[config.mk]
export PLATFORM = sky130hd
export DESIGN_NAME = spi_arbiter
export DESIGN_NICKNAME = d
export VERILOG_FILES = /design/src/rtl/spi_arbiter_pkg.sv /design/src/rtl/spi_arbiter_rr_pick.sv /design/src/rtl/spi_arbiter.sv
export SDC_FILE = /design/constraint.sdc
export NUM_CORES = 1
export LEC_CHECK = 0
export ABC_AREA = 1
export BUFFER_PORTS_ARGS = -buffer_cell sky130_fd_sc_hd__buf_2
export CAP_MARGIN = 30
export CORE_UTILIZATION = 47
export DETAILED_ROUTE_END_ITERATION = 6
export PLACE_DENSITY = 0.78
export REMOVE_ABC_BUFFERS = 1
export SYNTH_ARGS = -nofsm -noshare
export SYNTH_HDL_FRONTEND = slang
export SYNTH_SLANG_ARGS = --single-unit
[constraint.sdc]
create_clock -name clk -period 1.35 [get_ports clk]
set_input_delay 0.0675 -clock clk [delete_from_list [all_inputs] [get_ports clk]]
set_output_delay 0.0675 -clock clk [all_outputs]
set_load 0.1 [all_outputs]
[src/rtl/spi_arbiter_pkg.sv]
`default_nettype none
// ============================================================================
// Module      : spi_pkg
// Description : Shared command codes, FSM state type and a sizing helper
//               for the spi_arbiter code slice.
// Revision    : 1.0 - initial release
// ============================================================================
package spi_pkg;

  // Command codes understood by spi_controller
  localparam logic [1:0] CMD_SELECT   = 2'b00;
  localparam logic [1:0] CMD_DESELECT = 2'b01;
  localparam logic [1:0] CMD_TRANSFER = 2'b10;

  // Largest supported client count
  localparam int MAX_CLIENTS = 4;

  // Arbiter sequencing states
  typedef enum logic [2:0] {
    ST_IDLE       = 3'd0,
    ST_SEL_WAIT   = 3'd1,
    ST_GRANTED    = 3'd2,
    ST_XFER_WAIT  = 3'd3,
    ST_DESEL_WAIT = 3'd4
  } spi_arb_state_t;

  // Width of the round-robin pointer for a given client count (2..4)
  function automatic int ptr_width(input int num_clients);
    return (num_clients > 2) ? 2 : 1;
  endfunction

endpackage : spi_pkg
`default_nettype wire

[src/rtl/spi_arbiter_rr_pick.sv]
`default_nettype none
// ============================================================================
// Module      : rr_pick
// Description : Combinational winner selection. With SPI_ARB_RR_EN defined
//               the search starts at ptr_i and wraps; otherwise it is a
//               plain priority encoder where the lowest index wins.
//               Configuration macro: SPI_ARB_RR_EN
// Revision    : 1.0 - initial release
// ============================================================================
module rr_pick
  import spi_pkg::*;
#(
  parameter int NUM_CLIENTS = 2,
  parameter int PTR_W       = 1
) (
  input  logic [NUM_CLIENTS-1:0] req_i,
  input  logic [PTR_W-1:0]       ptr_i,
  output logic [NUM_CLIENTS-1:0] win_o
);

`ifdef SPI_ARB_RR_EN
  logic [NUM_CLIENTS-1:0] w_mask;
  logic [NUM_CLIENTS-1:0] w_hi;
  logic [NUM_CLIENTS-1:0] w_sel;

  // Mark every client at or above the pointer as eligible for the first pass
  always_comb begin
    w_mask = '0;
    for (int i = 0; i < NUM_CLIENTS; i++) begin
      w_mask[i] = (PTR_W'(i) >= ptr_i);
    end
  end

  // Requests at/after the pointer win; if none, wrap to the low end
  assign w_hi  = req_i & w_mask;
  assign w_sel = (|w_hi) ? w_hi : req_i;
  assign win_o = w_sel & (~w_sel + NUM_CLIENTS'(1));
`else
  logic w_unused_ptr;

  // Fixed priority: isolate the lowest set request bit
  assign win_o        = req_i & (~req_i + NUM_CLIENTS'(1));
  assign w_unused_ptr = ^ptr_i;
`endif

endmodule : rr_pick
`default_nettype wire

[src/rtl/spi_arbiter.sv]
`default_nettype none
// ============================================================================
// Module      : spi_arbiter
// Description : Shares one spi_controller between NUM_CLIENTS requesters.
//               A granted client gets SELECT, one TRANSFER per offered byte
//               and DESELECT once it drops its request. All outputs are
//               registered.
//               Configuration macro: SPI_ARB_RR_EN (round-robin when defined,
//               fixed lowest-index priority otherwise)
// Revision    : 1.0 - initial release
// ============================================================================
module spi_arbiter
  import spi_pkg::*;
#(
  parameter int NUM_CLIENTS = 2
) (
  input  logic                     clk,
  input  logic                     rst,
  input  logic [NUM_CLIENTS-1:0]   req_i,
  output logic [NUM_CLIENTS-1:0]   gnt_o,
  input  logic [NUM_CLIENTS-1:0]   tx_valid_i,
  input  logic [8*NUM_CLIENTS-1:0] tx_data_i,
  output logic [NUM_CLIENTS-1:0]   tx_ready_o,
  output logic                     busy_o,
  output logic [1:0]               spi_cmd_o,
  output logic                     spi_start_o,
  output logic [7:0]               spi_data_o,
  input  logic                     spi_ready_i
);

  localparam int PTR_W = ptr_width(NUM_CLIENTS);

  // Registered state and outputs
  spi_arb_state_t         state_q;
  logic [NUM_CLIENTS-1:0] gnt_q;
  logic [NUM_CLIENTS-1:0] tx_ready_q;
  logic                   busy_q;
  logic                   spi_start_q;
  logic [1:0]             spi_cmd_q;
  logic [7:0]             spi_data_q;
  // Set on every command issue: the controller's ready is stale for one cycle
  logic                   skip_q;

  // Combinational helpers
  logic [7:0]             w_data_arr [NUM_CLIENTS];
  logic [NUM_CLIENTS-1:0] w_win;
  logic [PTR_W-1:0]       w_ptr;
  logic                   w_g_valid;
  logic                   w_g_req;
  logic [7:0]             w_g_data;
  logic                   w_arb_fire;

  // Unpack the per-client byte lanes
  for (genvar gi = 0; gi < NUM_CLIENTS; gi++) begin : g_slice
    assign w_data_arr[gi] = tx_data_i[8*gi +: 8];
  end

  // Only the granted client's handshake inputs are observed
  assign w_g_valid  = |(tx_valid_i & gnt_q);
  assign w_g_req    = |(req_i & gnt_q);
  assign w_arb_fire = (state_q == ST_IDLE) && (|req_i);

  // Select the granted client's byte (grant is one-hot or zero)
  always_comb begin
    w_g_data = '0;
    for (int i = 0; i < NUM_CLIENTS; i++) begin
      if (gnt_q[i]) begin
        w_g_data = w_g_data | w_data_arr[i];
      end
    end
  end

  rr_pick #(
    .NUM_CLIENTS (NUM_CLIENTS),
    .PTR_W       (PTR_W)
  ) u_pick (
    .req_i (req_i),
    .ptr_i (w_ptr),
    .win_o (w_win)
  );

`ifdef SPI_ARB_RR_EN
  logic [PTR_W-1:0] ptr_q;
  logic [PTR_W-1:0] ptr_d;

  // Next search start is the client after the one being granted now
  always_comb begin
    ptr_d = ptr_q;
    if (w_arb_fire) begin
      for (int i = 0; i < NUM_CLIENTS; i++) begin
        if (w_win[i]) begin
          ptr_d = (i == NUM_CLIENTS - 1) ? '0 : PTR_W'(i + 1);
        end
      end
    end
  end

  // Round-robin pointer register, advanced on each grant
  always_ff @(posedge clk or posedge rst) begin
    if (rst) begin
      ptr_q <= '0;
    end else begin
      ptr_q <= ptr_d;
    end
  end

  assign w_ptr = ptr_q;
`else
  assign w_ptr = '0;
`endif

  // Arbitration and command sequencing FSM with registered outputs
  always_ff @(posedge clk or posedge rst) begin
    if (rst) begin
      state_q     <= ST_IDLE;
      gnt_q       <= '0;
      tx_ready_q  <= '0;
      busy_q      <= 1'b0;
      spi_start_q <= 1'b0;
      spi_cmd_q   <= CMD_SELECT;
      spi_data_q  <= '0;
      skip_q      <= 1'b0;
    end else begin
      // Strobes are single-cycle unless re-armed below
      spi_start_q <= 1'b0;
      tx_ready_q  <= '0;

      case (state_q)
        ST_IDLE: begin
          if (|req_i) begin
            gnt_q       <= w_win;
            busy_q      <= 1'b1;
            spi_start_q <= 1'b1;
            spi_cmd_q   <= CMD_SELECT;
            skip_q      <= 1'b1;
            state_q     <= ST_SEL_WAIT;
          end
        end

        ST_SEL_WAIT, ST_XFER_WAIT: begin
          if (skip_q) begin
            skip_q <= 1'b0;
          end else if (spi_ready_i) begin
            state_q <= ST_GRANTED;
          end
        end

        ST_GRANTED: begin
          // A pending byte takes precedence over a release in the same cycle
          if (w_g_valid) begin
            spi_data_q  <= w_g_data;
            tx_ready_q  <= gnt_q;
            spi_start_q <= 1'b1;
            spi_cmd_q   <= CMD_TRANSFER;
            skip_q      <= 1'b1;
            state_q     <= ST_XFER_WAIT;
          end else if (!w_g_req) begin
            spi_start_q <= 1'b1;
            spi_cmd_q   <= CMD_DESELECT;
            skip_q      <= 1'b1;
            state_q     <= ST_DESEL_WAIT;
          end
        end

        ST_DESEL_WAIT: begin
          if (skip_q) begin
            skip_q <= 1'b0;
          end else if (spi_ready_i) begin
            gnt_q   <= '0;
            busy_q  <= 1'b0;
            state_q <= ST_IDLE;
          end
        end

        default: begin
          gnt_q   <= '0;
          busy_q  <= 1'b0;
          skip_q  <= 1'b0;
          state_q <= ST_IDLE;
        end
      endcase
    end
  end

  assign gnt_o       = gnt_q;
  assign tx_ready_o  = tx_ready_q;
  assign busy_o      = busy_q;
  assign spi_cmd_o   = spi_cmd_q;
  assign spi_start_o = spi_start_q;
  assign spi_data_o  = spi_data_q;

endmodule : spi_arbiter
`default_nettype wire

==> reports/results.tsv <==
stage	metric	value	unit
cts	clock_latency	310	ps
timing	drv_slew	0	
timing	min_period_over_period	96.1	%
route	via_count	1012	
grt	antenna_found_initial	0	
timing	holdWs	57.4	ps
grt	grt_start_max_net_pins	21	
place	dpl_cell_area	1200	um2
grt	met3_usage	4.91	%
grt	first_global_vias	828	
setup_path	path_class	register to register	
cts	cts_root_buf	clkbuf_4	
cts	clock_path_buffers	2	
die	die_area	2280	um2
grt	grtUsageMet2	39.5	%
synth	syn-instance-count	114	
final_layout	nFillCells	146	
setup_path	path_cells	inv_2, nand2_4, nor2_8, nand2_8, nor2_4, nand2_1, nand3_1	
setup_path	arrival	1560	ps
setup_path	slowest_stage	dfrtp_1	
route	viasPerCell	4.89	
cts	cts_tree	yes	
timing	setup_viol	0	
route	drc	0	
timing	worst_slew_pin_slew	491	ps
route	drt-pass1-iter-count	4	
cts	cts_sinks	20	
setup_path	critPathMaxStageDelay	410	ps
final_layout	fin_util	76.5	%
die	die_h	47.8	um
synth	synth_top_cell_by_area	dfrtp_1	
final_layout	final_cell_mix	nand2_1, buf_2, dfrtp_1, dlygate4sd3_1, nand3_1	
place	port_buffers	38	
status	outcome	complete, no violations	
synth	ys_seq_elements	20	
route	ant_nets	0	
synth	synth_cell_types	16	
final_layout	layout.nets	204	
synth	syn_avg_cell_area	8.65	um2
grt	grt_util_met1	31.2	%
timing	fin_crit	1300	ps
synth	synth_top_area_share	50.8	%
timing	maxSlewHeadroom	67.5	%
job	drv_cap	0	
pwr	power.density	2800	nW/um2
cts	cts_made_buffers	3	
timing	fmax	771	MHz
final_layout	final_design_area_no_fill	1500	um2
die	die_w	47.8	um
route	wl	2.94	mm
setup_path	path_max_fanout	7	
pwr	peakVddDrop	2.07	mV
final_layout	antenna_cells	0	
die	fp-row-count	16	
setup_path	crit_required	1610	ps
synth	yosys_warnings	0	
grt	overflow	0	
synth	yosys-top-cells-area	dfrtp_1, nand2_1, nand3_1	
synth	synth_area	986	um2
timing	finalHoldViolations	0	
grt	grt-busiest-layer	met2	
setup_path	end_kind	register	
die	io_pins	39	
timing	finClkSkew	14.3	ps
route	drt_iter0_markers	20	
cts	cts_max_level	1	
grt	grt_pass1_wl	3.69	mm
setup_path	worstSetupStartpointType	register	
place	gp_congestion	0.735	
cts	clk_pin_slew_worst_paths	130	ps
die	design.core.area	1960	um2
hold_path	hold_class	input pin to register	
route	wire_per_inst	14.2	um
final_layout	final_common_cell	nand2_1	
synth	synth-seq-area-share	50.8	%
final_layout	drive_above_1_share	37.8	%
place	hpwlAfterDp	1.53	mm
final_layout	area_growth	52.2	%
die	initial_utilization	50.3	%
pwr	p_leak	0.000841	uW
grt	grt_usage	23.9	%
[through the flow]
stage	instances	setup TNS (ps)	setup WS [ps]	total power, uW
2_1_floorplan	113	-5950	-440	3070
3_3_place_gp	179	0	116	3420
3_5_place_dp	179	0	80.9	3460
4_1_cts	199	0	53.9	3980
5_1_grt	207	-3.87	-2.76	4380
6_report	207	0	52.9	4200
[area by class of cell]
| cell class | count | area (um2) | share of cell area [%] |
|---|---|---|---|
| multi-input combinational | 87 | 480 | 32.0 |
| timing repair buffer | 60 | 398 | 26.5 |
| clock inverter | 1 | 30.0 | 2.00 |
| clock buffer | 3 | 22.5 | 1.50 |
| inverter | 9 | 33.8 | 2.25 |
| tap | 27 | 33.8 | 2.25 |
| sequential | 20 | 502 | 33.4 |
[timing repair]
item / CTS / global route
hold buffers: 16 / 1
gates resized for setup: 0 / 4
endpoints found under the setup margin: 0 / 9
buffers inserted: 0 / 4
hold endpoints to repair: 28 / 1
[registers in the layout, indices dropped and copies added, names as in the netlist]
name / cells
spi_cmd_o: 2
busy_o: 1
tx_ready_o: 2
spi_start_o: 1
skip_q: 1
state_q: 3
spi_data_o: 8
gnt_o: 2
[logic make-up (layout without fill, tap and decap cells)]
kind of cell           count (synthesis)  count (layout)  synth area share, %
AOI/OAI and AO/OA                      3               3                 2.03
and+or+nand+nor                       81              84                 42.3
buffers and inverters                 10              73                 4.95
DFF                                   20              20                 50.8
[metal layers]
metal / vias to the layer above / share of wire, %
met5: - / 0
met4: 0 / 0.99
met3: 6 / 4.9
met2: 44 / 53
met1: 472 / 41
li1: 490 / -
[critical path, delay by kind of cell, from the launching register on]
kind | cells | cell delay [ps]
buffers and inverters | 1 | 90
flip-flops | 1 | 410
AND/OR/NAND/NOR | 6 | 730
[report_power, final]
part | switching (uW) | internal, uW
registers | 140 | 835
clock network | 200 | 300
logic | 2160 | 561
total | 2500 | 1700
[synthesized netlist by cell type, drive strengths merged]
master / number
buf: 1
dfrtp: 20
inv: 9
nand2: 62
nand3: 13
nand4: 1
nor2: 5
o21ai: 2
o22ai: 1
[final timing paths]
kind | from | cells after the start | slack (ps) | to
max | state_q[0] | 7 | 50 | spi_data_o[4]
min | req_i[1] | 3 | 60 | busy_o
max reg2reg | state_q[0] | 7 | 50 | spi_data_o[4]
min reg2reg | busy_o | 2 | 500 | busy_o
max in group asynchronous | rst | 4 | 820 | state_q[2]
min in group asynchronous | rst | 4 | 290 | spi_cmd_o[0]
Note: power is estimated with default switching activity, not from simulation.
